<file path="config.mk">
export PLATFORM = sky130hd
export DESIGN_NAME = xadc_telemetry_packer
export DESIGN_NICKNAME = d
export VERILOG_FILES = /design/src/rtl/xadc_telem_pkg.sv /design/src/rtl/xadc_telemetry_packer.sv
export SDC_FILE = /design/constraint.sdc
export NUM_CORES = 1
export LEC_CHECK = 0
export CORE_ASPECT_RATIO = 0.6
export CORE_MARGIN = 2
export CORE_UTILIZATION = 51
export DETAILED_ROUTE_END_ITERATION = 16
export PLACE_DENSITY_LB_ADDON = 0.12
export SLEW_MARGIN = 20
export SYNTH_ARGS = -nofsm -noshare
export SYNTH_HDL_FRONTEND = slang
export SYNTH_SLANG_ARGS = --single-unit
</file>
<file path="constraint.sdc">
create_clock -name DCLK -period 3.5 [get_ports DCLK]
set_clock_uncertainty 0.15 [all_clocks]
set_input_delay 0.875 -clock DCLK [delete_from_list [all_inputs] [get_ports DCLK]]
set_output_delay 0.875 -clock DCLK [all_outputs]
set_load 0.03 [all_outputs]
</file>
<file path="src/rtl/xadc_telem_pkg.sv">
// Shared types and helpers for the XADC telemetry packer.
// Latency: n/a (types, constants and a combinational byte mux only).
// Backpressure: n/a.
package xadc_telem_pkg;

  typedef enum logic {
    IDLE = 1'b0,
    SEND = 1'b1
  } state_t;

  localparam int FRAME_LEN_BASE = 20;
  localparam int FRAME_LEN_CSUM = 21;
  localparam int BYTE_IDX_W     = 5;
  localparam int NUM_WORDS      = 8;

  // words[0] = TEMP ... words[7] = AUX3, in frame order
  typedef struct packed {
    logic [NUM_WORDS-1:0][15:0] words;
    logic [7:0]                 alm;
    logic                       ot;
  } snap_t;

  // Maps a frame byte index onto the snapshot; indices past the data bytes return 0
  function automatic logic [7:0] frame_byte(
    input logic [BYTE_IDX_W-1:0] idx,
    input snap_t                 snap,
    input logic [7:0]            seq,
    input logic [7:0]            sync
  );
    logic [2:0]  wsel;
    logic [15:0] w;
    logic [7:0]  b;
    wsel = 3'((idx - BYTE_IDX_W'(4)) >> 1);
    w    = snap.words[wsel];
    case (idx)
      5'd0:    b = sync;
      5'd1:    b = seq;
      5'd2:    b = snap.alm;
      5'd3:    b = {7'b0, snap.ot};
      default: begin
        if (idx < BYTE_IDX_W'(FRAME_LEN_BASE)) b = idx[0] ? w[7:0] : w[15:8];
        else                                   b = 8'h00;
      end
    endcase
    return b;
  endfunction

endpackage

</file>
<file path="src/rtl/xadc_telemetry_packer.sv">
// Snapshots XADC measurements on a (decimated) EOS edge and streams them as a framed byte sequence.
// Latency: trigger at edge k -> TX_VALID with SYNC_MARK after edge k; 20 bytes/frame (21 with XADC_TELEM_CHECKSUM_EN).
// Backpressure: TX_DATA held while TX_VALID && !TX_READY; triggers arriving while busy are dropped and flagged.
module xadc_telemetry_packer
  import xadc_telem_pkg::*;
#(
  parameter logic [7:0] SYNC_MARK  = 8'hA5,
  parameter int         DECIMATION = 1
) (
  input  logic        DCLK,
  input  logic        RESET,
  input  logic [15:0] MEAS_TEMP,
  input  logic [15:0] MEAS_VCCINT,
  input  logic [15:0] MEAS_VCCAUX,
  input  logic [15:0] MEAS_VCCBRAM,
  input  logic [15:0] MEAS_AUX0,
  input  logic [15:0] MEAS_AUX1,
  input  logic [15:0] MEAS_AUX2,
  input  logic [15:0] MEAS_AUX3,
  input  logic [7:0]  ALM,
  input  logic        OT,
  input  logic        EOS,
  output logic [7:0]  TX_DATA,
  output logic        TX_VALID,
  input  logic        TX_READY,
  output logic        FRAME_DROPPED,
  output logic [7:0]  SEQ_NUM
);

  localparam logic [7:0] DEC_LAST = 8'(DECIMATION - 1);
`ifdef XADC_TELEM_CHECKSUM_EN
  localparam logic [BYTE_IDX_W-1:0] LAST_IDX = BYTE_IDX_W'(FRAME_LEN_CSUM - 1);
`else
  localparam logic [BYTE_IDX_W-1:0] LAST_IDX = BYTE_IDX_W'(FRAME_LEN_BASE - 1);
`endif

  state_t                  state;
  state_t                  state_nxt;
  logic                    eos_q;
  logic                    eos_edge;
  logic [7:0]              dcnt;
  logic                    trigger;
  logic [BYTE_IDX_W-1:0]   byte_idx;
  snap_t                   snap;
  logic [7:0]              seq;
  logic                    accept;
  logic                    last_byte;
  logic                    capture;
  logic                    frame_done;
  logic [7:0]              tx_byte;

  assign eos_edge  = EOS && !eos_q;
  assign trigger   = eos_edge && (dcnt == DEC_LAST);
  assign TX_VALID  = (state == SEND);
  assign accept    = TX_VALID && TX_READY;
  assign last_byte = (byte_idx == LAST_IDX);
  assign SEQ_NUM   = seq;

  // EOS edge detector and decimation counter; a held-high EOS counts once
  always_ff @(posedge DCLK or negedge RESET) begin
    if (!RESET) begin
      eos_q <= 1'b0;
      dcnt  <= 8'h00;
    end else begin
      eos_q <= EOS;
      if (eos_edge) dcnt <= (dcnt == DEC_LAST) ? 8'h00 : dcnt + 8'd1;
    end
  end

  // FSM state register
  always_ff @(posedge DCLK or negedge RESET) begin
    if (!RESET) state <= IDLE;
    else        state <= state_nxt;
  end

  // FSM next state: start on trigger when idle, finish on acceptance of the last byte
  always_comb begin
    state_nxt  = state;
    capture    = 1'b0;
    frame_done = 1'b0;
    case (state)
      IDLE: begin
        if (trigger) begin
          capture   = 1'b1;
          state_nxt = SEND;
        end
      end
      SEND: begin
        if (accept && last_byte) begin
          frame_done = 1'b1;
          state_nxt  = IDLE;
        end
      end
      default: state_nxt = IDLE;
    endcase
  end

  // Snapshot, byte index, sequence number and drop pulse
  always_ff @(posedge DCLK or negedge RESET) begin
    if (!RESET) begin
      snap          <= '0;
      byte_idx      <= '0;
      seq           <= 8'h00;
      FRAME_DROPPED <= 1'b0;
    end else begin
      FRAME_DROPPED <= trigger && (state == SEND);
      if (capture) begin
        snap.words <= {MEAS_AUX3, MEAS_AUX2, MEAS_AUX1, MEAS_AUX0,
                       MEAS_VCCBRAM, MEAS_VCCAUX, MEAS_VCCINT, MEAS_TEMP};
        snap.alm   <= ALM;
        snap.ot    <= OT;
        byte_idx   <= '0;
      end else if (frame_done) begin
        byte_idx <= '0;
        seq      <= seq + 8'd1;
      end else if (accept) begin
        byte_idx <= byte_idx + BYTE_IDX_W'(1);
      end
    end
  end

`ifdef XADC_TELEM_CHECKSUM_EN
  logic [7:0] csum;

  // Running XOR of bytes 1..19, cleared when a new frame is captured
  always_ff @(posedge DCLK or negedge RESET) begin
    if (!RESET)                           csum <= 8'h00;
    else if (capture)                     csum <= 8'h00;
    else if (accept && byte_idx != '0)    csum <= csum ^ TX_DATA;
  end

  // Output byte mux with checksum as the trailing byte
  always_comb begin
    tx_byte = frame_byte(byte_idx, snap, seq, SYNC_MARK);
    if (last_byte) tx_byte = csum;
    TX_DATA = TX_VALID ? tx_byte : 8'h00;
  end
`else
  // Output byte mux; zero while idle
  always_comb begin
    tx_byte = frame_byte(byte_idx, snap, seq, SYNC_MARK);
    TX_DATA = TX_VALID ? tx_byte : 8'h00;
  end
`endif

endmodule

</file>
Yosys cells after proc, flatten, opt, wreduce, memory -nomap -nowiden
Cells that the tools add are included.
W data, S select, Z words.

cells by class
  $mul = 0
  eq/ne operators = 4
  shift-type cells = 0
  div/mod/pow operators = 0
  order comparisons = 2
  multiplexer cells = 16
  bitwise logic cells = 2
  reductions and logical operators = 10
  add/subtract/negate cells = 4

operator list
  cell                   count
  $bmux W16 S3           1
  $mux W8                4
  $pmux W8 S4            1
  $add A8 B1 Y8 const B  2
  $mux W16               1
  $mux W5                3
  $eq A5 B2 Y1 const B   2
  $logic_not A8 Y1       1
  $add A5 B1 Y5 const B  1
  $eq A5 B1 Y1 const B   1
  $eq A5 B5 Y1 const B   1
  $logic_and A1 B1 Y1    5
  $logic_not A5 Y1       1
  $lt A5 B5 Y1 const B   1
  $mux W1                5
  $lt A3 B4 Y1 const B   1
  $sub A4 B3 Y4 const B  1
  $reduce_bool A3 Y1     1
  $not A1 Y1             2
  $pmux W1 S2            1
  $reduce_and A2 Y1      1
  $logic_not A1 Y1       1

storage, ports and cells
  output and inout bits = 18
  word-level logic and storage cells = 54
  memories kept = 0
  input port bits = 141
  memory bits (read-only) = 0
  RAM bits = 0
  bits in latches = 0
  bits in registers = 161

Longest topological paths before layout
Gate-level depths: netlist of the first run.

  depth after elaboration = 7
  mapped depth = 9
  mapped depth without buffers = 6

Least setup slack after synthesis of the first run
OpenSTA, ideal clock, no wires.

  path type = reg-to-output
  start = reg byte_idx[2]
  end = out TX_DATA[2]
  buffers on the path = 4
  stages on the path, launching flop included = 9
  slack = -0.680 ns
  required time = 2.475 ns
  arrival = 3.155 ns
  cells stage by stage = dfrtp_1 > buf_4 > buf_6 > inv_1 > ha_1 > buf_1 > buf_2 > a211oi_1 > a2111oi_0

on the way
  word-level cells in the longest chain between the ends = 7
  elaborated cells between the ends (all ways) = 12
  those cells by class = 1 x add/sub; 1 x order compare; 3 x eq/ne; 6 x mux; 1 x reduce/logical

ends and longest elaborated chain
  what                            line                          text
  from (decl)                     xadc_telemetry_packer.sv:43   logic [BYTE_IDX_W-1:0] byte_idx;
  from (signal assigned)          xadc_telemetry_packer.sv:117  byte_idx <= byte_idx + BYTE_IDX_W'(1);
  $sub A4 B3 Y4                   xadc_telem_pkg.sv:33          wsel = 3'((idx - BYTE_IDX_W'(4)) >> 1);
  $bmux W16 S3                    xadc_telem_pkg.sv:34          w = snap.words[wsel];
  $mux W16 (not written as such)  xadc_telem_pkg.sv:34
  $mux W8 (2 in series)           xadc_telem_pkg.sv:41          if (idx < BYTE_IDX_W'(FRAME_LEN_BASE)) b = idx[0] ? w[7:0] : w[15:8];
  $pmux W8 S4 (*)                 xadc_telem_pkg.sv:35          case (idx)
  $mux W8 (*)                     xadc_telemetry_packer.sv:142  TX_DATA = TX_VALID ? tx_byte : 8'h00;
  to (decl)                       xadc_telemetry_packer.sv:23   output logic [7:0] TX_DATA,

Mark *: on every way between the ends. The rest lies on a longest branch, timed or not. The select of a mux whose other input is x is not followed.

Worst setup path in the final report of the first run
  start = reg byte_idx[1]
  end = out TX_DATA[5]

Same word-level chain as after synthesis.

==> impl_results.md, run 1 <==
* Result of the run: complete, but fails checks
* Failing checks: setup timing
* Number of sinks driven by the clock tree at 161
* Global route overflow at 0
* Period minus WS final at 3530 ps
* Synth-to-layout area growth at 38.8%
* Final Hold Vio Count at 0
* Drt first pass iters at 5
* Fraction of post-synthesis cell area in the top cell type by area at 53.1%
* Antenna Diode Count at 0
* DRC at 0
* Sequential-to-total area share from yosys stat at 53.1%
* Main flop type after synthesis: sky130_fd_sc_hd__dfrtp_1
* Number of synthesized flops with an enable pin at 0
* Class of the tightest hold or removal check: in -> async
* Mapped Cells at 794
* Leading area contributor after synthesis: sky130_fd_sc_hd__dfrtp_1
* Final estimated routing congestion in global placement at 0.936
* Detailed-route wire length at 21200 µm
* Launch instance of the worst register-to-register path: dcnt[1]
* Fraction of registers with async set/reset at 100%
* GRT Total Usage at 28.0%
* Critical-path maximum fanout at 6
* Cts hold-fix bufs at 0
* Initial standard-cell utilization of the core at 52.3%
* Power density normalized to cell area at 764 nW/µm²
* Max stage delay cell, worst path: sky130_fd_sc_hd__dfrtp_2
* CP peak stage delay at 420 ps
* Combined buffer and inverter count along the critical path at 4
* Worst-margin pin slew at 799 ps
* Site Rows at 34
* Highest ir drop seen on vdd at 0.646 mV
* Fillcell total at 1008
* Cell total after placement at 1137
* CTS tree: yes
* Die Ht at 98.5 µm
* CTS clock-pin slew for the worst setup and hold paths at 70 ps
* Biggest area contributors in the synthesized netlist: sky130_fd_sc_hd__dfrtp_1, sky130_fd_sc_hd__nand2_1, sky130_fd_sc_hd__mux4_2, sky130_fd_sc_hd__mux4_1, sky130_fd_sc_hd__mux2i_1
* CP arrival at 2500 ps
* Setup repair after global routing missed its margin: yes
* Post-synthesis cell area at 7590 µm²
* Endpoint class of the critical path: primary output
* Startpoint kind of the worst setup timing path: register
* Vias post-DR at 6438
* Die ar. at 15900 µm²
* Part of the cycle the worst path needs at 101%
* Wire length of the first global-routing pass at 34400 µm
* Port Buffer Count at 158
* Detailed placer's ending HPWL at 14300 µm
* Drt first-iter violations at 594
* Count of antenna-violating nets left after detailed routing at 0
* Largest net degree at the start of global routing at 143
* Die Span X at 162 µm
* Gate family responsible for the most delay along the worst path: buffers and inverters
* I/O pin cnt at 159
* Number of clock buffers inserted by TritonCTS at 17
* Worst Setup Path Type: reg -> out
* Sequential cell area at 4030 µm²
* Number of storage elements in the synthesis netlist at 161
* Count of unique library cells instantiated by Yosys at 39
* Final Non-Filler Cells at 1192
* Count of max-cap constraint violations at 0
* Relative max-transition margin at 46.7%
* Endpoints failing setup at 1
* Worst path required time at 2470 ps
* Achievable frequency at 284 MHz
* Number of vias per cell after detailed routing at 5.40
* CP startpoint: byte_idx[1]
* Layout net count at 1131
* Number of global-route vias before repair at 6497
* Min Hold Slack at 323 ps
* Number of antenna violations at the first check in global routing at 0
* Worst setup margin at -25.2 ps
* Core Box Area at 14500 µm²
* Post-synthesis net count at 944
* CTS Buffer Depth at 2
* Wire per inst at 17.8 µm
* Clock root buffer: sky130_fd_sc_hd__clkbuf_16
* Series of cell instances along the critical path: buf_6 > buf_6 > mux4_2 > nor2b_2 > a2111oi_4 > buf_4 > a2111oi_4 > buf_4
* Mapped Avg Cell Area at 9.56 µm²
* Layout cells sized above 1 at 15.2%
* Pins over their slew limit at 0
* Synth warn at 0
* Total number of H-tree levels at 4
* P_leak at 5.26 nW
* Footprint of the multi-input gates at 3490 µm²
* Worst-Skew Late Latency at 430 ps
* End-of-flow core utilization at 72.6%
## cell usage after synthesis, types with 3 or more instances
library cell / instances
sky130_fd_sc_hd__clkbuf_1: 10
sky130_fd_sc_hd__buf_2: 25
sky130_fd_sc_hd__a211oi_1: 3
sky130_fd_sc_hd__a22o_1: 5
sky130_fd_sc_hd__mux4_1: 11
sky130_fd_sc_hd__mux2i_1: 13
sky130_fd_sc_hd__a22oi_1: 4
sky130_fd_sc_hd__mux4_2: 20
sky130_fd_sc_hd__a2111oi_0: 6
sky130_fd_sc_hd__nor3_1: 4
sky130_fd_sc_hd__nor2b_1: 8
sky130_fd_sc_hd__buf_6: 3
sky130_fd_sc_hd__buf_4: 3
sky130_fd_sc_hd__a21oi_1: 6
sky130_fd_sc_hd__ha_1: 9
sky130_fd_sc_hd__and4_1: 3
sky130_fd_sc_hd__inv_1: 9
sky130_fd_sc_hd__xnor2_1: 11
sky130_fd_sc_hd__nand3_1: 9
sky130_fd_sc_hd__a32o_1: 5
sky130_fd_sc_hd__nor2_1: 7
sky130_fd_sc_hd__nand4_1: 5
sky130_fd_sc_hd__nand2_1: 429
sky130_fd_sc_hd__dfrtp_1: 161
sky130_fd_sc_hd__o21ai_0: 7
## through the flow
stage	power, mW	area (µm²)	TNS [ps]	setup slack (ps)
final	8.04	10500	-25.2	-25.2
after global routing	8.42	10500	-162	-82.4
after CTS	7.61	10300	-112	-56.0
after detailed placement	5.39	9510	0	129
after global placement	5.32	9510	0	122
after floorplan	4.22	7610	0	138
## final cells by class
cell class | instances | area share (%)
clock inverters | 14 | 1.32
multi-input cells | 580 | 33.2
clock buffers | 18 | 4.17
well taps | 198 | 2.35
repair buffers | 211 | 20.4
flip-flops and latches | 161 | 38.3
inverters | 10 | 0.368
## layout by cell type (no fill, tap or decap), types with 5 or more instances in the layout
cell / n
sky130_fd_sc_hd__nand2_1: 429
sky130_fd_sc_hd__dfrtp_1: 159
sky130_fd_sc_hd__clkdlybuf4s50_1: 149
sky130_fd_sc_hd__buf_4: 38
sky130_fd_sc_hd__mux4_2: 25
sky130_fd_sc_hd__clkbuf_16: 17
sky130_fd_sc_hd__mux2i_1: 12
sky130_fd_sc_hd__xnor2_1: 11
sky130_fd_sc_hd__buf_12: 10
sky130_fd_sc_hd__nand3_1: 9
sky130_fd_sc_hd__buf_6: 9
sky130_fd_sc_hd__inv_1: 8
sky130_fd_sc_hd__o21ai_0: 6
sky130_fd_sc_hd__a2111oi_4: 6
sky130_fd_sc_hd__mux4_1: 6
sky130_fd_sc_hd__a21oi_1: 6
sky130_fd_sc_hd__inv_6: 6
sky130_fd_sc_hd__a22o_1: 5
sky130_fd_sc_hd__nor2b_1: 5
sky130_fd_sc_hd__nand4_1: 5
## power by group
group	switching (mW)	internal, mW	leakage, nW
Sequential	0.317	2.30	2.21
Combinational	1.78	1.81	2.77
Clock	0.824	1.02	0.282
Total	2.92	5.13	5.26
## worst paths after layout
check	to	slack, ps	cells after the start
worst min-delay path	snap[126]	320	1
min in group DCLK	snap[24]	320	2
max in group asynchronous	snap[107]	2060	2
worst min register to register	snap[24]	320	2
worst max-delay path	TX_DATA[5]	-30	8
worst max register to register	snap[15]	1220	7
## worst register-to-register path: stages, from the launching register on
cell	delay, ps
sky130_fd_sc_hd__dfrtp_1	430
sky130_fd_sc_hd__inv_1	100
sky130_fd_sc_hd__ha_1	140
sky130_fd_sc_hd__nor4b_2	350
sky130_fd_sc_hd__and4_4	450
sky130_fd_sc_hd__buf_12	310
sky130_fd_sc_hd__nand2_1	160
sky130_fd_sc_hd__nand2_1	110
## per-layer routing
layer | vias to the layer above | track usage (%) | part of all wire, %
li1 | 2975 | - | -
met1 | 3155 | 42.3 | 46
met2 | 279 | 42.0 | 45
met3 | 29 | 5.35 | 7.5
met4 | 0 | 7.49 | 1.5
met5 | - | 0 | 0
## what timing repair did
action                                  in CTS  in global routing
setup buffers                               12                 10
gates resized for setup                     38                 34
pin swaps                                    3                  8
cloned                                       1                  0
endpoints found under the setup margin       8                  8
## registers in the layout, indices dropped and copies added, names as in the netlist
signal         flops
snap             137
SEQ_NUM            8
dcnt               8
byte_idx           5
FRAME_DROPPED      1
TX_VALID           1
eos_q              1
## kinds of logic after synthesis
logic type / after synthesis / synth area share (%)
AO/OA/AOI/OAI: 42 / 4.17
XOR/XNOR: 12 / 1.38
adder cells (fa/ha/maj): 9 / 1.48
buffers and inverters: 53 / 3.69
flip-flops: 161 / 53.1
multiplexers: 46 / 11.8
AND/OR/NAND/NOR: 471 / 24.4
No activity file was read; power rests on OpenSTA's default activity.
==> run 2, diff against run 1 <==
--- a/config.mk
+++ b/config.mk
@@ -9,7 +9,7 @@
 export CORE_MARGIN = 2
 export CORE_UTILIZATION = 51
 export DETAILED_ROUTE_END_ITERATION = 16
-export PLACE_DENSITY_LB_ADDON = 0.12
+export PLACE_DENSITY = 0.8
 export SLEW_MARGIN = 20
 export SYNTH_ARGS = -nofsm -noshare
 export SYNTH_HDL_FRONTEND = slang
==> run 2 against run 1 <==
The flow still finishes with violations (setup timing). Sequential power grew 2%. Register-to-register slack about the same. Non-clock buffer count decreased by 21. Critical path type unchanged. Worst setup slack lost 8.3 ps.
==> impl_results.md, run 2 (synthesis gave the netlist of run 1 again) <==
* Result of the run: complete, but fails checks
* Failing checks: setup timing
* Worst-margin pin slew at 670 ps (-129 ps)
* Final Non-Filler Cells at 1171 (-1.8%)
* Core Box Area at 14500 µm² (unchanged)
* Register containing the most flip-flops in the final layout: snap
* Layout cells sized above 1 at 13.2% (-2.0 points)
* Worst Setup Path Type: reg -> out
* Endpoints failing setup at 3 (+2)
* Most frequent standard cell in the layout excluding fill and tap cells: sky130_fd_sc_hd__nand2_1
* Initial standard-cell utilization of the core at 52.3% (unchanged)
* Worst setup margin at -33.6 ps (-8.33 ps)
* Number of antenna violations at the first check in global routing at 0 (unchanged)
* Period minus WS final at 3530 ps (+8.33 ps)
* Relative max-transition margin at 55.3% (+8.6 points)
* Port Buffer Count at 158 (unchanged)
* Global route overflow at 0 (unchanged)
* Detailed placer's ending HPWL at 14100 µm (-1.0%)
* Power density normalized to cell area at 753 nW/µm² (-1.3%)
* Number of clock buffers inserted by TritonCTS at 17 (unchanged)
* Endpoint class of the critical path: primary output
* DRC at 0 (unchanged)
* Cell occurring most often along the worst timing path: sky130_fd_sc_hd__a2111oi_4
* GRT Total Usage at 27.3% (-0.68 points)
* Gate family responsible for the most delay along the worst path: flip-flops
* Drt first-iter violations at 587 (-1.2%)
* Site Rows at 34 (unchanged)
* P_leak at 5.14 nW (-2.4%)
* Detailed-route wire length at 22000 µm (+4.0%)
* CP peak stage delay at 540 ps (+120 ps)
* Vias post-DR at 6445 (+0.11%)
* CTS Buffer Depth at 2 (unchanged)
* Die Span X at 162 µm (unchanged)
* Die ar. at 15900 µm² (unchanged)
* Synth-to-layout area growth at 36.1%
* Startpoint kind of the worst setup timing path: register
* Series of cell instances along the critical path: inv_1 > ha_2 > nor4_4 > nor2_4 > a2111oi_4 > a2111oi_4 > buf_12
* Number of sinks driven by the clock tree at 161 (unchanged)
* Combined buffer and inverter count along the critical path at 2 (-2)
* Worst-Skew Late Latency at 420 ps (about the same)
* Final Hold Vio Count at 0 (unchanged)
* CTS tree: yes
* Number of flip-flops in the largest register at 137 (unchanged)
* Setup repair after global routing missed its margin: yes
* CP arrival at 2510 ps (about the same)
* Max stage delay cell, worst path: sky130_fd_sc_hd__dfrtp_4
* End-of-flow core utilization at 71.2% (-1.4 points)
* Part of the cycle the worst path needs at 101% (+0.24 points)
* Worst path required time at 2470 ps (about the same)
* Wire length of the first global-routing pass at 33400 µm (-2.8%)
* Wire per inst at 18.8 µm (+5.8%)
* Final estimated routing congestion in global placement at 0.905 (-3.3%)
* Critical-path maximum fanout at 6 (unchanged)
* Highest ir drop seen on vdd at 0.507 mV (-22%)
* Count of antenna-violating nets left after detailed routing at 0 (unchanged)
* Cell total after placement at 1125 (-1.1%)
* Number of global-route vias before repair at 6334 (-2.5%)
* Layout net count at 1110 (-1.9%)
* Total number of H-tree levels at 4 (unchanged)
* Count of max-cap constraint violations at 0 (unchanged)
* Die Ht at 98.5 µm (unchanged)
* I/O pin cnt at 159 (unchanged)
* CTS clock-pin slew for the worst setup and hold paths at 70 ps (about the same)
* Achievable frequency at 283 MHz (-0.24%)
* Antenna Diode Count at 0 (unchanged)
* Drt first pass iters at 6 (+1)
* Most frequent cells in the layout: sky130_fd_sc_hd__nand2_1, sky130_fd_sc_hd__dfrtp_1, sky130_fd_sc_hd__clkdlybuf4s50_1, sky130_fd_sc_hd__mux4_2, sky130_fd_sc_hd__buf_4
* Pins over their slew limit at 0 (unchanged)
* Clock root buffer: sky130_fd_sc_hd__clkbuf_16
* Largest net degree at the start of global routing at 143 (unchanged)
* Class of the tightest hold or removal check: in -> async
* Number of vias per cell after detailed routing at 5.50 (+1.9%)
[run 2: cell types whose count changed in the layout (fill, tap and decap cells not counted), sizes merged]
cell      change
buf          -21
bufinv        +1
clkinv        -2
clkinvlp      +2
inv           -1
[run 2: final timing paths]
path                             startpoint    endpoint  slack [ps]  depth (start not counted)
worst max register to register      dcnt[0]    snap[23]        1220                          7
worst min-delay path                  RESET     dcnt[7]         170                          1
worst min register to register    snap[133]   snap[133]         320                          2
max in group asynchronous             RESET    snap[38]        2190                          2
min in group DCLK                 snap[133]   snap[133]         320                          2
worst max-delay path            byte_idx[1]  TX_DATA[7]         -30                          7
[run 2: area by class of cell]
class                           count  area, µm²
Clock buffer                       18        429
Clock inverter                     14        168
Fill cell                         987       4170
Inverter                           10       37.5
Multi-Input combinational cell    580       3490
Sequential cell                   161       4030
Tap cell                          198        248
Timing Repair Buffer              190       1920
[run 2: timing repair]
| item | in CTS | in global routing |
|---|---|---|
| pin swaps | 5 | 10 |
| setup endpoints to repair | 8 | 8 |
| resized for setup | 23 | 35 |
| hold buffers | 0 | 0 |
| setup buffers | 10 | 4 |
[run 2: layer usage]
layer | track usage (%) | up-vias | part of all wire, %
met2 | 41.4 | 348 | 45
met3 | 6.19 | 44 | 9.3
met4 | 6.59 | 0 | 2.3
met5 | 0 | - | 0
met1 | 40.5 | 3113 | 43
li1 | - | 2940 | -
[run 2: per-stage QoR]
| step | setup WS (ps) | hold slack (ps) | power (mW) | setup TNS (ps) | instance area [µm²] |
|---|---|---|---|---|---|
| after floorplan | 138 | 287 | 4.22 | 0 | 7610 |
| after detailed placement | 149 | 308 | 5.14 | 0 | 9390 |
| after global placement | 229 | 299 | 5.07 | 0 | 9390 |
| after CTS | 2.76 | 178 | 7.32 | 0 | 10200 |
| after global routing | -130 | 184 | 8.12 | -373 | 10300 |
| final | -33.6 | 169 | 7.78 | -54.4 | 10300 |
[run 2: worst reg2reg max path, cell delays in order, from the launching register on]
cell and delay (ps):
sky130_fd_sc_hd__dfrtp_1 420, sky130_fd_sc_hd__inv_1 110, sky130_fd_sc_hd__ha_1 160, sky130_fd_sc_hd__nor4b_2 340, sky130_fd_sc_hd__and4_4 510, sky130_fd_sc_hd__buf_12 260
sky130_fd_sc_hd__nand2_1 170, sky130_fd_sc_hd__nand2_1 90
[run 2: report_power, final]
group          internal, mW  switching (mW)
sequential             2.30           0.370
combinational          1.50            1.72
clock                  1.08           0.816
total                  4.88            2.91
==> RTL change (flow settings as in run 1) <==
One comparison of `byte_idx` changes from == to >=.
--- a/src/rtl/xadc_telemetry_packer.sv
+++ b/src/rtl/xadc_telemetry_packer.sv
@@ -53,7 +53,7 @@
   assign trigger   = eos_edge && (dcnt == DEC_LAST);
   assign TX_VALID  = (state == SEND);
   assign accept    = TX_VALID && TX_READY;
-  assign last_byte = (byte_idx == LAST_IDX);
+  assign last_byte = (byte_idx >= LAST_IDX);
   assign SEQ_NUM   = seq;
 
   // EOS edge detector and decimation counter; a held-high EOS counts once
Check against the original RTL: no difference found for any inputs over 10 cycles, from zero or initial values and one cycle with RESET low; that may be too few to reach the edited logic, so the function may still have changed.
==> RTL change against run 1 <==
- largest power group unchanged
- final cell count decreased by 26%
- synthesized area down 0.66%
- largest cell class unchanged
- sequential cell count unchanged
- final area decreased by 4.2%
- total power increased by 13%
- routed wire length fell by 14%
- utilization fell by 2.8 points
- critical path type unchanged
- worst setup slack gained 0.076 ns
==> RTL change: results (changes against run 1) <==
{| class="wikitable"
! Metric !! Value
|-
| Adder-cell share of the synthesized area || 0.0149 (was 0.0148)
|-
| Sum of net half-perimeters after detailed placement || 13.0 mm (was 14.3 mm)
|-
| Final-stage net count || 824 (was 1131)
|-
| Number of levels the H-tree was split into || 4 (unchanged)
|-
| Worst hold slack || 0.331 ns (was 0.323 ns)
|-
| Number of vias after detailed routing || 4934 (was 6438)
|-
| Total routing resource utilization after global routing || 0.245 (was 0.280)
|-
| Post-synthesis sequential area ratio || 0.534 (was 0.531)
|-
| Fraction of final layout cells sized beyond drive strength 1 || 0.375 (was 0.152)
|-
| Worst ir drop on vdd || 0.474 mV (was 0.646 mV)
|-
| Status || complete, no violations (was complete, but fails checks)
|-
| Number of global-route vias before repair || 5236 (was 6497)
|-
| Global Route met3 Usage || 0.0565 (was 0.0535)
|-
| Routed metal-1 wire length || 8.97 mm (was 9.81 mm)
|-
| Distinct cells, synth || 44 (was 39)
|-
| Xor/xnor cell area share of the yosys netlist || 0.0139 (was 0.0138)
|-
| Number of filler cells placed in the layout || 974 (was 1008)
|-
| Overall routed net length || 18.3 mm (was 21.2 mm)
|-
| Instance area after placement || 9410 µm² (was 9510 µm²)
|-
| Global-route wire length before repair || 29.4 mm (was 34.4 mm)
|-
| Cell-internal power || 6.05 mW (was 5.13 mW)
|-
| Setup slack of the worst register-to-register path || 0.77 ns (was 1.22 ns)
|-
| Cell types with the highest counts after synthesis || sky130_fd_sc_hd__dfrtp_1 (161), sky130_fd_sc_hd__mux2_2 (149), sky130_fd_sc_hd__mux4_2 (31), sky130_fd_sc_hd__nand2_1 (18) (was sky130_fd_sc_hd__nand2_1 (429), sky130_fd_sc_hd__dfrtp_1 (161), sky130_fd_sc_hd__buf_2 (25), sky130_fd_sc_hd__mux4_2 (20), sky130_fd_sc_hd__mux2i_1 (13))
|-
| PostCTS Resize Cnt || 9 (was 38)
|-
| Critical path arrival || 2.42 ns (was 2.50 ns)
|-
| Setup Slack @ Placement || 0.207 ns (was 0.129 ns)
|-
| Post-CTS repair timing setup buffer count || 0 (was 12)
|-
| Final GP Congestion || 0.850 (was 0.936)
|-
| Top fanout value on the critical path || 24 (was 6)
|-
| GR met2 Demand/Resource || 0.359 (was 0.420)
|-
| Class of the most critical hold timing path || in2async (unchanged)
|-
| Endpoints failing setup || 0 (was 1)
|-
| Share of the synthesized area in compound gates (AO/OA/AOI/OAI) || 0.0405 (was 0.0417)
|-
| Detail Route met3 WL || 1.20 mm (was 1.58 mm)
|-
| Worst max-slew margin expressed relative to the limit || 0.547 (was 0.467)
|-
| Met1 usage in global routing || 0.377 (was 0.423)
|-
| Placed cells || 848 (was 1137)
|-
| Wirelength per Cell || 20.7 µm (was 17.8 µm)
|-
| Area contributors post-synth || sky130_fd_sc_hd__dfrtp_1 (53%), sky130_fd_sc_hd__mux2_2 (22%), sky130_fd_sc_hd__mux4_2 (9.3%) (was sky130_fd_sc_hd__dfrtp_1 (53%), sky130_fd_sc_hd__nand2_1 (21%), sky130_fd_sc_hd__mux4_2 (5.9%))
|-
| Leakage Power || 4.22 nW (was 5.26 nW)
|}
[RTL change: logic make-up (layout without fill, tap and decap cells)]
| family | after synthesis | after routing |
|---|---|---|
| AOI/OAI and AO/OA | 44 | 44 |
| xor gates and xnor gates | 12 | 12 |
| adders and majority gates | 9 | 9 |
| buffers and inverters | 38 | 217 |
| DFF | 161 | 161 |
| muxes | 190 | 190 |
| and+or+nand+nor | 52 | 52 |
[RTL change: power by group through the flow]
stage	combinational [mW]	clock, mW	sequential [mW]
after global placement	3.68	0	3.23
final	3.94	1.90	3.26
after global routing	4.21	2.02	3.36
after CTS	3.87	1.93	3.25
after detailed placement	3.78	0	3.28
after floorplan	2.77	0	3.07
[RTL change: final cells by class]
cell class | count | area [µm²] | share of cell area
Sequential cell | 161 | 4030 | 0.399
Multi-Input combinational cell | 307 | 3410 | 0.338
Timing Repair Buffer | 179 | 1780 | 0.176
Clock buffer | 19 | 443 | 0.0439
Tap cell | 198 | 248 | 0.0245
Clock inverter | 11 | 154 | 0.0152
Inverter | 8 | 30.0 | 0.00297
[RTL change: final timing paths]
check | start | endpoint | cells past startpoint
max in group asynchronous | RESET | byte_idx[2] | 2
min | RESET | snap[68] | 1
max reg2reg | dcnt[0] | snap[100] | 6
min reg2reg | dcnt[7] | dcnt[7] | 1
min in group DCLK | dcnt[7] | dcnt[7] | 1
max | byte_idx[1] | TX_DATA[3] | 6
[RTL change: critical path, stage by stage (launching register included)]
cell and delay [ns]:
sky130_fd_sc_hd__dfrtp_2 0.43, sky130_fd_sc_hd__buf_12 0.24, sky130_fd_sc_hd__mux4_2 0.60, sky130_fd_sc_hd__mux2i_1 0.21
sky130_fd_sc_hd__mux2_2 0.23, sky130_fd_sc_hd__o22ai_2 0.11, sky130_fd_sc_hd__buf_6 0.16
